**src/rtl/comp_div.sv**
```systemverilog
// comp_div: sequential complex divider, q = a / b for signed 8-bit complex operands.
// The numerators a_r*b_r + a_i*b_i and a_i*b_r - a_r*b_i are formed once, together
// with the denominator b_r^2 + b_i^2. One restoring divider is then used twice:
// first for the real part, then for the imaginary part. Both quotients truncate
// toward zero.
//
// Ports:
//   clk      rising-edge clock
//   rst      asynchronous active-low reset
//   a_r/a_i  dividend real/imag (signed 8-bit)
//   b_r/b_i  divisor real/imag (signed 8-bit)
//   i_en     start request, sampled only while idle
//   o_r/o_i  quotient real/imag (signed 17-bit), held until the next result
//   o_valid  one-cycle result strobe
//   o_busy   high while an operation is in flight
//   o_dz     divide-by-zero flag, held with the results
module comp_div (
  input  logic               clk,
  input  logic               rst,
  input  logic signed [7:0]  a_r,
  input  logic signed [7:0]  a_i,
  input  logic signed [7:0]  b_r,
  input  logic signed [7:0]  b_i,
  input  logic               i_en,
  output logic signed [16:0] o_r,
  output logic signed [16:0] o_i,
  output logic               o_valid,
  output logic               o_busy,
  output logic               o_dz
);

  localparam int unsigned OpW  = 8;
  localparam int unsigned ResW = 17;
  localparam int unsigned RemW = 16;
  localparam int unsigned CntW = 5;
  localparam logic [CntW-1:0] LastBit = CntW'(ResW - 1);

  typedef enum logic [2:0] {
    S_IDLE,
    S_PREP,
    S_DIV_R,
    S_DIV_I,
    S_DONE
  } state_e;

  state_e                  state_q, state_d;
  logic signed [OpW-1:0]   ar_q, ai_q, br_q, bi_q;
  logic signed [OpW-1:0]   ar_d, ai_d, br_d, bi_d;
  logic [ResW-1:0]         den_q, den_d;
  logic [ResW-1:0]         dvd_q, dvd_d;     // dividend shifts out, quotient shifts in
  logic [RemW-1:0]         rem_q, rem_d;
  logic [CntW-1:0]         cnt_q, cnt_d;
  logic                    neg_r_q, neg_r_d;
  logic                    neg_i_q, neg_i_d;
  logic [ResW-1:0]         mag_i_q, mag_i_d;
  logic                    dz_q, dz_d;
  logic signed [ResW-1:0]  res_r_q, res_r_d;
  logic signed [ResW-1:0]  res_i_q, res_i_d;
  logic signed [ResW-1:0]  o_r_q, o_r_d;
  logic signed [ResW-1:0]  o_i_q, o_i_d;
  logic                    o_valid_q, o_valid_d;
  logic                    o_busy_q, o_busy_d;
  logic                    o_dz_q, o_dz_d;

  // Sign-extended operands and the products needed in PREP.
  logic signed [ResW-1:0]  ar_x, ai_x, br_x, bi_x;
  logic signed [ResW-1:0]  num_r_c, num_i_c, den_s_c;
  logic [ResW-1:0]         mag_r_c, mag_in_c;

  always_comb begin
    ar_x     = {{(ResW-OpW){ar_q[OpW-1]}}, ar_q};
    ai_x     = {{(ResW-OpW){ai_q[OpW-1]}}, ai_q};
    br_x     = {{(ResW-OpW){br_q[OpW-1]}}, br_q};
    bi_x     = {{(ResW-OpW){bi_q[OpW-1]}}, bi_q};
    // |products| <= 16384, so all sums fit 17-bit signed without overflow.
    num_r_c  = ar_x * br_x + ai_x * bi_x;
    num_i_c  = ai_x * br_x - ar_x * bi_x;
    den_s_c  = br_x * br_x + bi_x * bi_x;
    mag_r_c  = num_r_c[ResW-1] ? ResW'(-num_r_c) : ResW'(num_r_c);
    mag_in_c = num_i_c[ResW-1] ? ResW'(-num_i_c) : ResW'(num_i_c);
  end

  // One restoring-division step. rem < den <= 32768, so the shifted trial fits 17 bits.
  logic [ResW-1:0] trial_c;
  logic            ge_c;
  logic [RemW-1:0] rem_step_c;
  logic [ResW-1:0] q_step_c;

  always_comb begin
    trial_c    = {rem_q, dvd_q[ResW-1]};
    ge_c       = (trial_c >= den_q);
    rem_step_c = ge_c ? RemW'(trial_c - den_q) : trial_c[RemW-1:0];
    q_step_c   = {dvd_q[ResW-2:0], ge_c};
  end

  // State register and datapath registers.
  always_ff @(posedge clk or negedge rst) begin
    if (!rst) begin
      state_q   <= S_IDLE;
      ar_q      <= '0;
      ai_q      <= '0;
      br_q      <= '0;
      bi_q      <= '0;
      den_q     <= '0;
      dvd_q     <= '0;
      rem_q     <= '0;
      cnt_q     <= '0;
      neg_r_q   <= 1'b0;
      neg_i_q   <= 1'b0;
      mag_i_q   <= '0;
      dz_q      <= 1'b0;
      res_r_q   <= '0;
      res_i_q   <= '0;
      o_r_q     <= '0;
      o_i_q     <= '0;
      o_valid_q <= 1'b0;
      o_busy_q  <= 1'b0;
      o_dz_q    <= 1'b0;
    end else begin
      state_q   <= state_d;
      ar_q      <= ar_d;
      ai_q      <= ai_d;
      br_q      <= br_d;
      bi_q      <= bi_d;
      den_q     <= den_d;
      dvd_q     <= dvd_d;
      rem_q     <= rem_d;
      cnt_q     <= cnt_d;
      neg_r_q   <= neg_r_d;
      neg_i_q   <= neg_i_d;
      mag_i_q   <= mag_i_d;
      dz_q      <= dz_d;
      res_r_q   <= res_r_d;
      res_i_q   <= res_i_d;
      o_r_q     <= o_r_d;
      o_i_q     <= o_i_d;
      o_valid_q <= o_valid_d;
      o_busy_q  <= o_busy_d;
      o_dz_q    <= o_dz_d;
    end
  end

  // Next-state and datapath control.
  always_comb begin
    state_d   = state_q;
    ar_d      = ar_q;
    ai_d      = ai_q;
    br_d      = br_q;
    bi_d      = bi_q;
    den_d     = den_q;
    dvd_d     = dvd_q;
    rem_d     = rem_q;
    cnt_d     = cnt_q;
    neg_r_d   = neg_r_q;
    neg_i_d   = neg_i_q;
    mag_i_d   = mag_i_q;
    dz_d      = dz_q;
    res_r_d   = res_r_q;
    res_i_d   = res_i_q;
    o_r_d     = o_r_q;
    o_i_d     = o_i_q;
    o_valid_d = 1'b0;
    o_busy_d  = o_busy_q;
    o_dz_d    = o_dz_q;

    unique case (state_q)
      S_IDLE: begin
        if (i_en) begin
          ar_d     = a_r;
          ai_d     = a_i;
          br_d     = b_r;
          bi_d     = b_i;
          o_busy_d = 1'b1;
          state_d  = S_PREP;
        end
      end

      S_PREP: begin
        den_d   = ResW'(den_s_c);
        neg_r_d = num_r_c[ResW-1];
        neg_i_d = num_i_c[ResW-1];
        dvd_d   = mag_r_c;
        mag_i_d = mag_in_c;
        rem_d   = '0;
        cnt_d   = '0;
        res_r_d = '0;
        res_i_d = '0;
        dz_d    = (den_s_c == '0);
        state_d = (den_s_c == '0) ? S_DONE : S_DIV_R;
      end

      S_DIV_R: begin
        rem_d = rem_step_c;
        dvd_d = q_step_c;
        cnt_d = cnt_q + CntW'(1);
        if (cnt_q == LastBit) begin
          // Real quotient complete: save it and restart the divider on |num_i|.
          res_r_d = neg_r_q ? ResW'(-q_step_c) : ResW'(q_step_c);
          dvd_d   = mag_i_q;
          rem_d   = '0;
          cnt_d   = '0;
          state_d = S_DIV_I;
        end
      end

      S_DIV_I: begin
        rem_d = rem_step_c;
        dvd_d = q_step_c;
        cnt_d = cnt_q + CntW'(1);
        if (cnt_q == LastBit) begin
          res_i_d = neg_i_q ? ResW'(-q_step_c) : ResW'(q_step_c);
          state_d = S_DONE;
        end
      end

      S_DONE: begin
        o_r_d     = dz_q ? '0 : res_r_q;
        o_i_d     = dz_q ? '0 : res_i_q;
        o_dz_d    = dz_q;
        o_valid_d = 1'b1;
        o_busy_d  = 1'b0;
        state_d   = S_IDLE;
      end

      default: state_d = S_IDLE;
    endcase
  end

  assign o_r     = o_r_q;
  assign o_i     = o_i_q;
  assign o_valid = o_valid_q;
  assign o_busy  = o_busy_q;
  assign o_dz    = o_dz_q;

endmodule

```
**config.mk**
```make
export PLATFORM = sky130hd
export DESIGN_NAME = comp_div
export DESIGN_NICKNAME = d
export VERILOG_FILES = /design/src/rtl/comp_div.sv
export SDC_FILE = /design/constraint.sdc
export NUM_CORES = 1
export LEC_CHECK = 0
export CORE_MARGIN = 5
export CORE_UTILIZATION = 62
export DETAILED_ROUTE_END_ITERATION = 16
export PLACE_DENSITY_LB_ADDON = 0.08
export SETUP_SLACK_MARGIN = 0.02
export SYNTH_ARGS = -nofsm -noshare
export SYNTH_HDL_FRONTEND = slang
export SYNTH_SLANG_ARGS = --single-unit
```
**constraint.sdc**
```tcl
create_clock -name clk -period 8.45 [get_ports clk]
set_input_delay 2.535 -clock clk [delete_from_list [all_inputs] [get_ports clk]]
set_output_delay 2.535 -clock clk [all_outputs]
set_load 0.05 [all_outputs]
```
# Yosys cells after proc, flatten, opt, wreduce, memory -nomap -nowiden
# Cells that the tools add are included.
# totals
register_bits	181
# op_classes
add_sub_neg	8
multipliers	6
magnitude_cmp	1
n_eq_ne	8
n_mux	25
n_reduce_logical	11
# ops
cell	count
$mux W17	9
$mul A8 B8 Y16	6
$pmux W17 S2	2
$neg A17 Y17	3
$pmux W17 S3	1
$pmux W16 S3	1
$add A16 B16 Y17	2
$mux W16	2
$ge A17 B17 Y1	1
$logic_not A17 Y1	1
$sub A16 B16 Y17	1
$sub A16 B16 Y16	1
$pmux W5 S3	1
$mux W3	4
$pmux W3 S4	1
$reduce_and A2 Y1	4
$eq A3 B2 Y1 const B	2
$ne A2 B2 Y1 const B	3
$reduce_bool A2 Y1	3
$add A5 B1 Y5 const B	1
$eq A5 B5 Y1 const B	1
$mux W5	1
$eq A3 B1 Y1 const B	1
$eq A3 B3 Y1 const B	1
5 further kinds	6

# Longest topological paths before layout
# Gate-level depths: netlist of run 1.
# depth
ltp_word	5
ltp_mapped	27

# Least setup slack after synthesis of run 1
# OpenSTA, ideal clock, no wires.
# synth_timing
path_type	register to register
from	register br_q[4]
to	register mag_i_q[16]
arrival_ps	6192
required_ps	8374
path_slack_ps	2181
stages_incl_launch_ff	23
n_path_buf	1
synth_period_minus_slack_ps	6269
path_cell_list	dfrtp_1 -> clkbuf_1 -> nand2_1 -> fa_1 -> inv_1 -> fa_1 -> inv_1 -> fa_1 -> fa_1 -> inv_1 -> fa_1 -> inv_1 -> fa_1 -> inv_1 -> ha_1 -> a21o_1 -> a21o_1 -> and2_1 -> a311oi_2 -> xnor2_1 -> nor4_1 -> or4b_1 -> o21ai_1
# synth_via
elab_chain_cells	4
# synth_rtl
item	line_no	source
from (decl)	47	logic signed [OpW-1:0] ar_q, ai_q, br_q, bi_q;
from (signal assigned)	123	br_q <= br_d;
$mul A8 B8 Y16 *	77	num_i_c = ai_x * br_x - ar_x * bi_x;
$sub A16 B16 Y17 *	77	
$neg A17 Y17	80	mag_in_c = num_i_c[ResW-1] ? ResW'(-num_i_c) : ResW'(num_i_c);
$mux W17 *	80	
to (signal assigned)	131	mag_i_q <= mag_i_d;
to (decl)	55	logic [ResW-1:0] mag_i_q, mag_i_d;
# Every way passes the cells marked *; elsewhere a longest branch is shown, timed or not.
# A chain may end at the register's enable or synchronous reset.

# Final worst setup path of run 1
# layout_timing
from	register bi_q[7]
to	register state_q[2]
# layout_via
elab_chain_cells	5
# layout_rtl
item	line_no	source
from (decl)	47	
from (signal assigned)	124	bi_q <= bi_d;
$mul A8 B8 Y16	78	den_s_c = br_x * br_x + bi_x * bi_x;
$add A16 B16 Y17	78	
$logic_not A17 Y1	189	state_d = (den_s_c == '0) ? S_DONE : S_DIV_R;
$mux W3	189	
$pmux W3 S4	166	unique case (state_q)
to (signal assigned)	120	state_q <= state_d;
to (decl)	46	state_e state_q, state_d;
# No other way between the ends.

==> results.cfg, run 1 <==
[drt]
drt-wirelength-per-cell_um = 17.6
drc = 0
drtPass1Iterations = 5
antenna_left = 0
drt-initial-drc-count = 1212
viasPerCell = 5.53
drt-total-wl_mm = 55.9
num_vias = 17500

[setup_path]
cpMaxStageDelayCell = o311ai_0
endpoint_kind = flip-flop
critPathBufInv = 3
crit_top_cell = fa_1
crit_required_ns = 8.77
critPathTopFamily = adder cells
cp_max_fo = 15
max_stage_delay_ns = 0.82
critPathLaunchType = flip-flop
critical_path_class = reg -> reg
path_cells = inv_1 -> nor2_1 -> fa_1 -> fa_1 -> fa_1 -> fa_1 -> fa_1 -> inv_1 -> fa_1 -> inv_1 -> ha_1 -> or3_1 -> a21oi_1 -> o21ai_0 -> o311ai_0 -> nor2_1 -> nand4b_1 -> a21oi_1
crit_arrival_ns = 7.89

[yosys]
syn_nets = 3255
ys.flop_type = dfrtp_1
ys_seq_area_share_pct = 18.4
syn_area_sq_um = 24600
synth_edf_count = 0
synth_cells = 2631
ys_seq_elements = 181
ys_warn_count = 0
async_reset_ff_share_pct = 100
syn_area_per_cell_sq_um = 9.34
synth.distinct_cells = 66

[cells_and_area]
seq_area_sq_um = 4530
drive_gt1_share_pct = 3.89
multi_input_area_sq_um = 17800
final_common_cell = inv_1
nFillCells = 3267
antennaDiodeCount = 0
nNetsFinal = 3256
mostFrequentLayoutCells = inv_1 (489), fa_1 (399), nand2_1 (278)
area_growth_pct = 6.93

[timing]
setup_viol = 0
fmax_mhz = 132
tightest_slew_ns = 1.16
slew_headroom_pct = 21.9
slew_viol_final = 0
timing.final.crit_share_pct = 89.5
min_period_ns = 7.56
setup_tns_ns = 0
finalHoldViolCount = 0
fin_worst_skew_ns = 0.0124
grt_setup_unrepaired = no

[global_route]
grt_overflow_total = 0
grt_max_degree = 120
grt_antenna_before_repair = 0
grt_pass1_wl_mm = 95.4
first_global_vias = 19000
track_usage_pct = 27.1

[run]
max_cap_viol_count = 0

[floorplanning]
die_h_um = 209
die_area_sq_um = 43700
dieWidth_um = 209
boundaryPins = 72
coreArea_sq_um = 39500
fp-row-count = 73
initial_utilization_pct = 62.3

[clock_network]
cts.sinks = 181
cts_max_level = 4
cts_tree = yes
clkTransAtPathRegs_ns = 0.07
clkLatencyLatePin_ns = 0.49
cts_resized = 0
post_cts_buffers = 0
clockRootBuffer = clkbuf_16
hold_buffers = 0
cts.path.max_buffers = 2
numCtsBuffers = 17

[worst_hold_path]
hold_path_class = reg -> reg

[outcome]
outcome = complete, no violations

[placement]
gp_congestion = 0.940
port_buffers = 71
dp_hpwl_mm = 44.5
-- path summary, 6_finish.rpt --
check,startpoint,endpoint,slack (ns),cells after the start
max,bi_q[7],state_q[2],0.89,18
min,o_r[4],o_r[4],0.48,2
max reg2reg,bi_q[7],state_q[2],0.89,18
min reg2reg,o_r[4],o_r[4],0.48,2
max in group asynchronous,rst,ar_q[7],4.87,2
min in group asynchronous,rst,o_r[8],2.18,1
-- per-layer routing --
layer / track usage, % / wire length (um) / vias up
met4: 8.19 / 1570 / 0
met1: 35.6 / 23500 / 8851
met5: 0 / 0 / -
met2: 47.2 / 28400 / 429
met3: 3.84 / 2480 / 95
li1: - / - / 8170
-- tightest hold or removal path: stages (launching register included) --
cell	delay, ns
dfrtp_1	0.34
nand2_1	0.04
o21ai_0	0.06
-- sequential cells by signal (all words and copies together), names as in the netlist, 3 cells and up --
name	count
den_q	17
dvd_q	17
mag_i_q	17
o_i	17
o_r	17
res_i_q	17
res_r_q	17
rem_q	16
ai_q	8
ar_q	8
bi_q	8
br_q	8
cnt_q	5
state_q	3
-- cells in the mapped netlist (6+ instances only) --
library cell / number / area (sq um)
clkbuf_1: 105 / 394
or3_1: 6 / 37.5
nor2_1: 96 / 360
fa_1: 399 / 7990
nor2b_1: 19 / 119
and2_1: 169 / 1060
o21a_1: 10 / 75.1
xor2_1: 58 / 508
a31oi_1: 6 / 37.5
or2_2: 8 / 50.1
ha_1: 190 / 2380
mux2i_1: 9 / 90.1
nor3_1: 23 / 115
a31o_2: 6 / 52.6
a222oi_1: 15 / 150
mux2_2: 24 / 270
o21ai_0: 187 / 936
nand2_1: 280 / 1050
nand3_1: 9 / 45.0
xnor2_1: 91 / 797
nand3b_1: 7 / 52.6
nand2b_1: 60 / 375
a21o_1: 28 / 210
o21bai_1: 8 / 60.1
nand4_1: 6 / 37.5
nor4_1: 8 / 50.1
a21oi_1: 58 / 290
and3_1: 6 / 37.5
inv_1: 489 / 1840
dfrtp_1: 181 / 4530
-- logic make-up after synthesis --
| group | Yosys count | synth area share [%] |
|---|---|---|
| AOI/OAI and AO/OA | 363 | 8.91 |
| xor gates and xnor gates | 149 | 5.31 |
| adders and majority gates | 589 | 42.2 |
| buffers and inverters | 601 | 9.21 |
| DFF | 181 | 18.4 |
| muxes | 33 | 1.47 |
| and+or+nand+nor | 715 | 14.5 |
-- per-stage QoR --
step | hold slack [ns] | instances | instance area, sq um | setup slack [ns] | util [%]
6_report | 0.477 | 3170 | 26300 | 0.888 | 66.6
5_1_grt | 0.504 | 3170 | 26300 | 0.555 | 66.6
4_1_cts | 0.486 | 3170 | 26300 | 1.03 | 66.6
3_5_place_dp | 0.469 | 3138 | 25700 | 1.05 | 65.1
3_3_place_gp | 0.459 | 3138 | 25700 | 1.22 | 65.1
2_1_floorplan | 0.450 | 2631 | 24600 | 2.18 | -
-- final cells by class --
class,count,area share [%]
timing repair buffer,93,3.35
clock inverter,13,0.524
multi-input combinational,1849,67.7
inverter,490,7.00
clock buffer,19,1.69
tap,525,2.50
sequential,181,17.2
Power of run 1 is not shown: default switching activity piles up to over one toggle a cycle in this logic, so the estimate is an artifact.
==> inputs of run 2 (changes only) <==
==> constraint.sdc (replaced) <==
create_clock -name clk -period 7.2 [get_ports clk]
set_input_delay 2.16 -clock clk [delete_from_list [all_inputs] [get_ports clk]]
set_output_delay 2.16 -clock clk [all_outputs]
set_load 0.05 [all_outputs]
==> run 2 against run 1 <==
Net effect:
- register-to-register slack got worse by 0.52 ns
- clock-buffer cell count fell by 2
- sequential share of layout area decreased by 0.13 points
- worst setup slack worse by 0.52 ns
- fmax rose by 11%
- first-iteration DRC count decreased by 16%
==> results.cfg, run 2 (synthesized netlist as in run 1, its figures left out) <==
[outcome]
outcome = complete, no violations

[setup_path]
critical_path_class = reg -> reg
crit_arrival_ns = 7.22
critPathLaunchType = flip-flop
max_stage_delay_ns = 0.63
cp_max_fo = 10
critPathTopFamily = adder cells
crit_top_cell = fa_1
crit_required_ns = 7.59
path_cells = and2_1 -> fa_1 -> fa_1 -> fa_1 -> fa_1 -> fa_1 -> inv_1 -> fa_1 -> inv_1 -> ha_1 -> a21oi_1 -> nand3b_1 -> a21oi_1 -> o311ai_1 -> a211o_1 -> o21ai_0 -> xnor2_1 -> or4_1 -> o21ai_1
critPathBufInv = 2
cpMaxStageDelayCell = dfrtp_1
endpoint_kind = flip-flop

[clock_network]
cts_tree = yes
cts_max_level = 4
clkTransAtPathRegs_ns = 0.07
clockRootBuffer = clkbuf_16
cts.sinks = 181
numCtsBuffers = 17
cts.path.max_buffers = 2
clkLatencyLatePin_ns = 0.46
hold_buffers = 0

[cells_and_area]
antennaDiodeCount = 0
final_common_cell = inv_1
multi_input_area_sq_um = 17800
nFillCells = 3247
seq_area_sq_um = 4530
mostFrequentLayoutCells = inv_1 (489), fa_1 (399), nand2_1 (278)
drive_gt1_share_pct = 4.84
nNetsFinal = 3278
area_growth_pct = 7.75
stdcell_area_sq_um = 26500

[drt]
drt-wirelength-per-cell_um = 17.9
drt-total-wl_mm = 57.3
antenna_left = 0
drt-initial-drc-count = 1016
viasPerCell = 5.56
num_vias = 17800
drtPass1Iterations = 8
drc = 0

[global_route]
grt_max_degree = 73
first_global_vias = 18900
grt_antenna_before_repair = 0
grt_overflow_total = 0
track_usage_pct = 27.1
grt_pass1_wl_mm = 95.6

[timing]
grt_setup_unrepaired = no
fmax_mhz = 146
setup_tns_ns = 0
slew_headroom_pct = 39.3
setup_viol = 0
fin_worst_skew_ns = 0.0140
tightest_slew_ns = 0.907
min_period_ns = 6.83
finalHoldViolCount = 0
timing.final.crit_share_pct = 94.9
slew_viol_final = 0

[floorplanning]
initial_utilization_pct = 62.3
boundaryPins = 72
die_h_um = 209
coreArea_sq_um = 39500
die_area_sq_um = 43700
dieWidth_um = 209
fp-row-count = 73

[run]
max_cap_viol_count = 0

[placement]
postPlaceCellArea_sq_um = 25900
gp_congestion = 0.881
port_buffers = 71
dp_hpwl_mm = 45.6

[worst_hold_path]
hold_path_class = reg -> reg
-- run 2: stage by stage --
stage	setup WS (ns)	utilization [%]	hold slack (ns)	instances
final	0.367	67.1	0.479	3192
after CTS	0.184	67.1	0.486	3192
after detailed placement	0.198	65.5	0.469	3160
after global routing	0.0316	67.1	0.506	3192
after floorplan	0.931	-	0.450	2631
after global placement	0.342	65.5	0.461	3160
-- run 2: final timing paths --
path	start	endpoint	slack (ns)	cells after the start
min in group asynchronous	rst	o_valid	1.66	1
max in group asynchronous	rst	br_q[2]	4.15	2
worst min register to register	o_r[5]	o_r[5]	0.48	2
worst max-delay path	bi_q[1]	dvd_q[16]	0.37	19
worst max register to register	bi_q[1]	dvd_q[16]	0.37	19
worst min-delay path	o_r[5]	o_r[5]	0.48	2
-- run 2: what timing repair did --
action | CTS | global route
resized for setup | 0 | 3
endpoints found under the setup margin | 0 | 7
buffers inserted | 0 | 0
-- run 2: layout make-up --
class	instances	share of cell area (%)
well taps	525	2.48
repair buffers	115	3.95
clock inverters	15	0.699
flip-flops and latches	181	17.1
inverters	490	6.95
clock buffers	17	1.61
multi-input cells	1849	67.2
-- run 2: metal layers --
| layer | wire [um] | track usage (%) |
|---|---|---|
| met5 | 0 | 0 |
| met4 | 1780 | 8.48 |
| met3 | 2580 | 3.68 |
| met2 | 29300 | 47.5 |
| met1 | 23600 | 35.3 |
-- run 2: tightest hold or removal path, delay by kind of cell (launching register included) --
kind | cells | cell delay [ns]
AND/OR/NAND/NOR | 1 | 0.05
AO/OA/AOI/OAI | 1 | 0.06
flip-flops | 1 | 0.34
Power of run 2 is left out for the same reason.
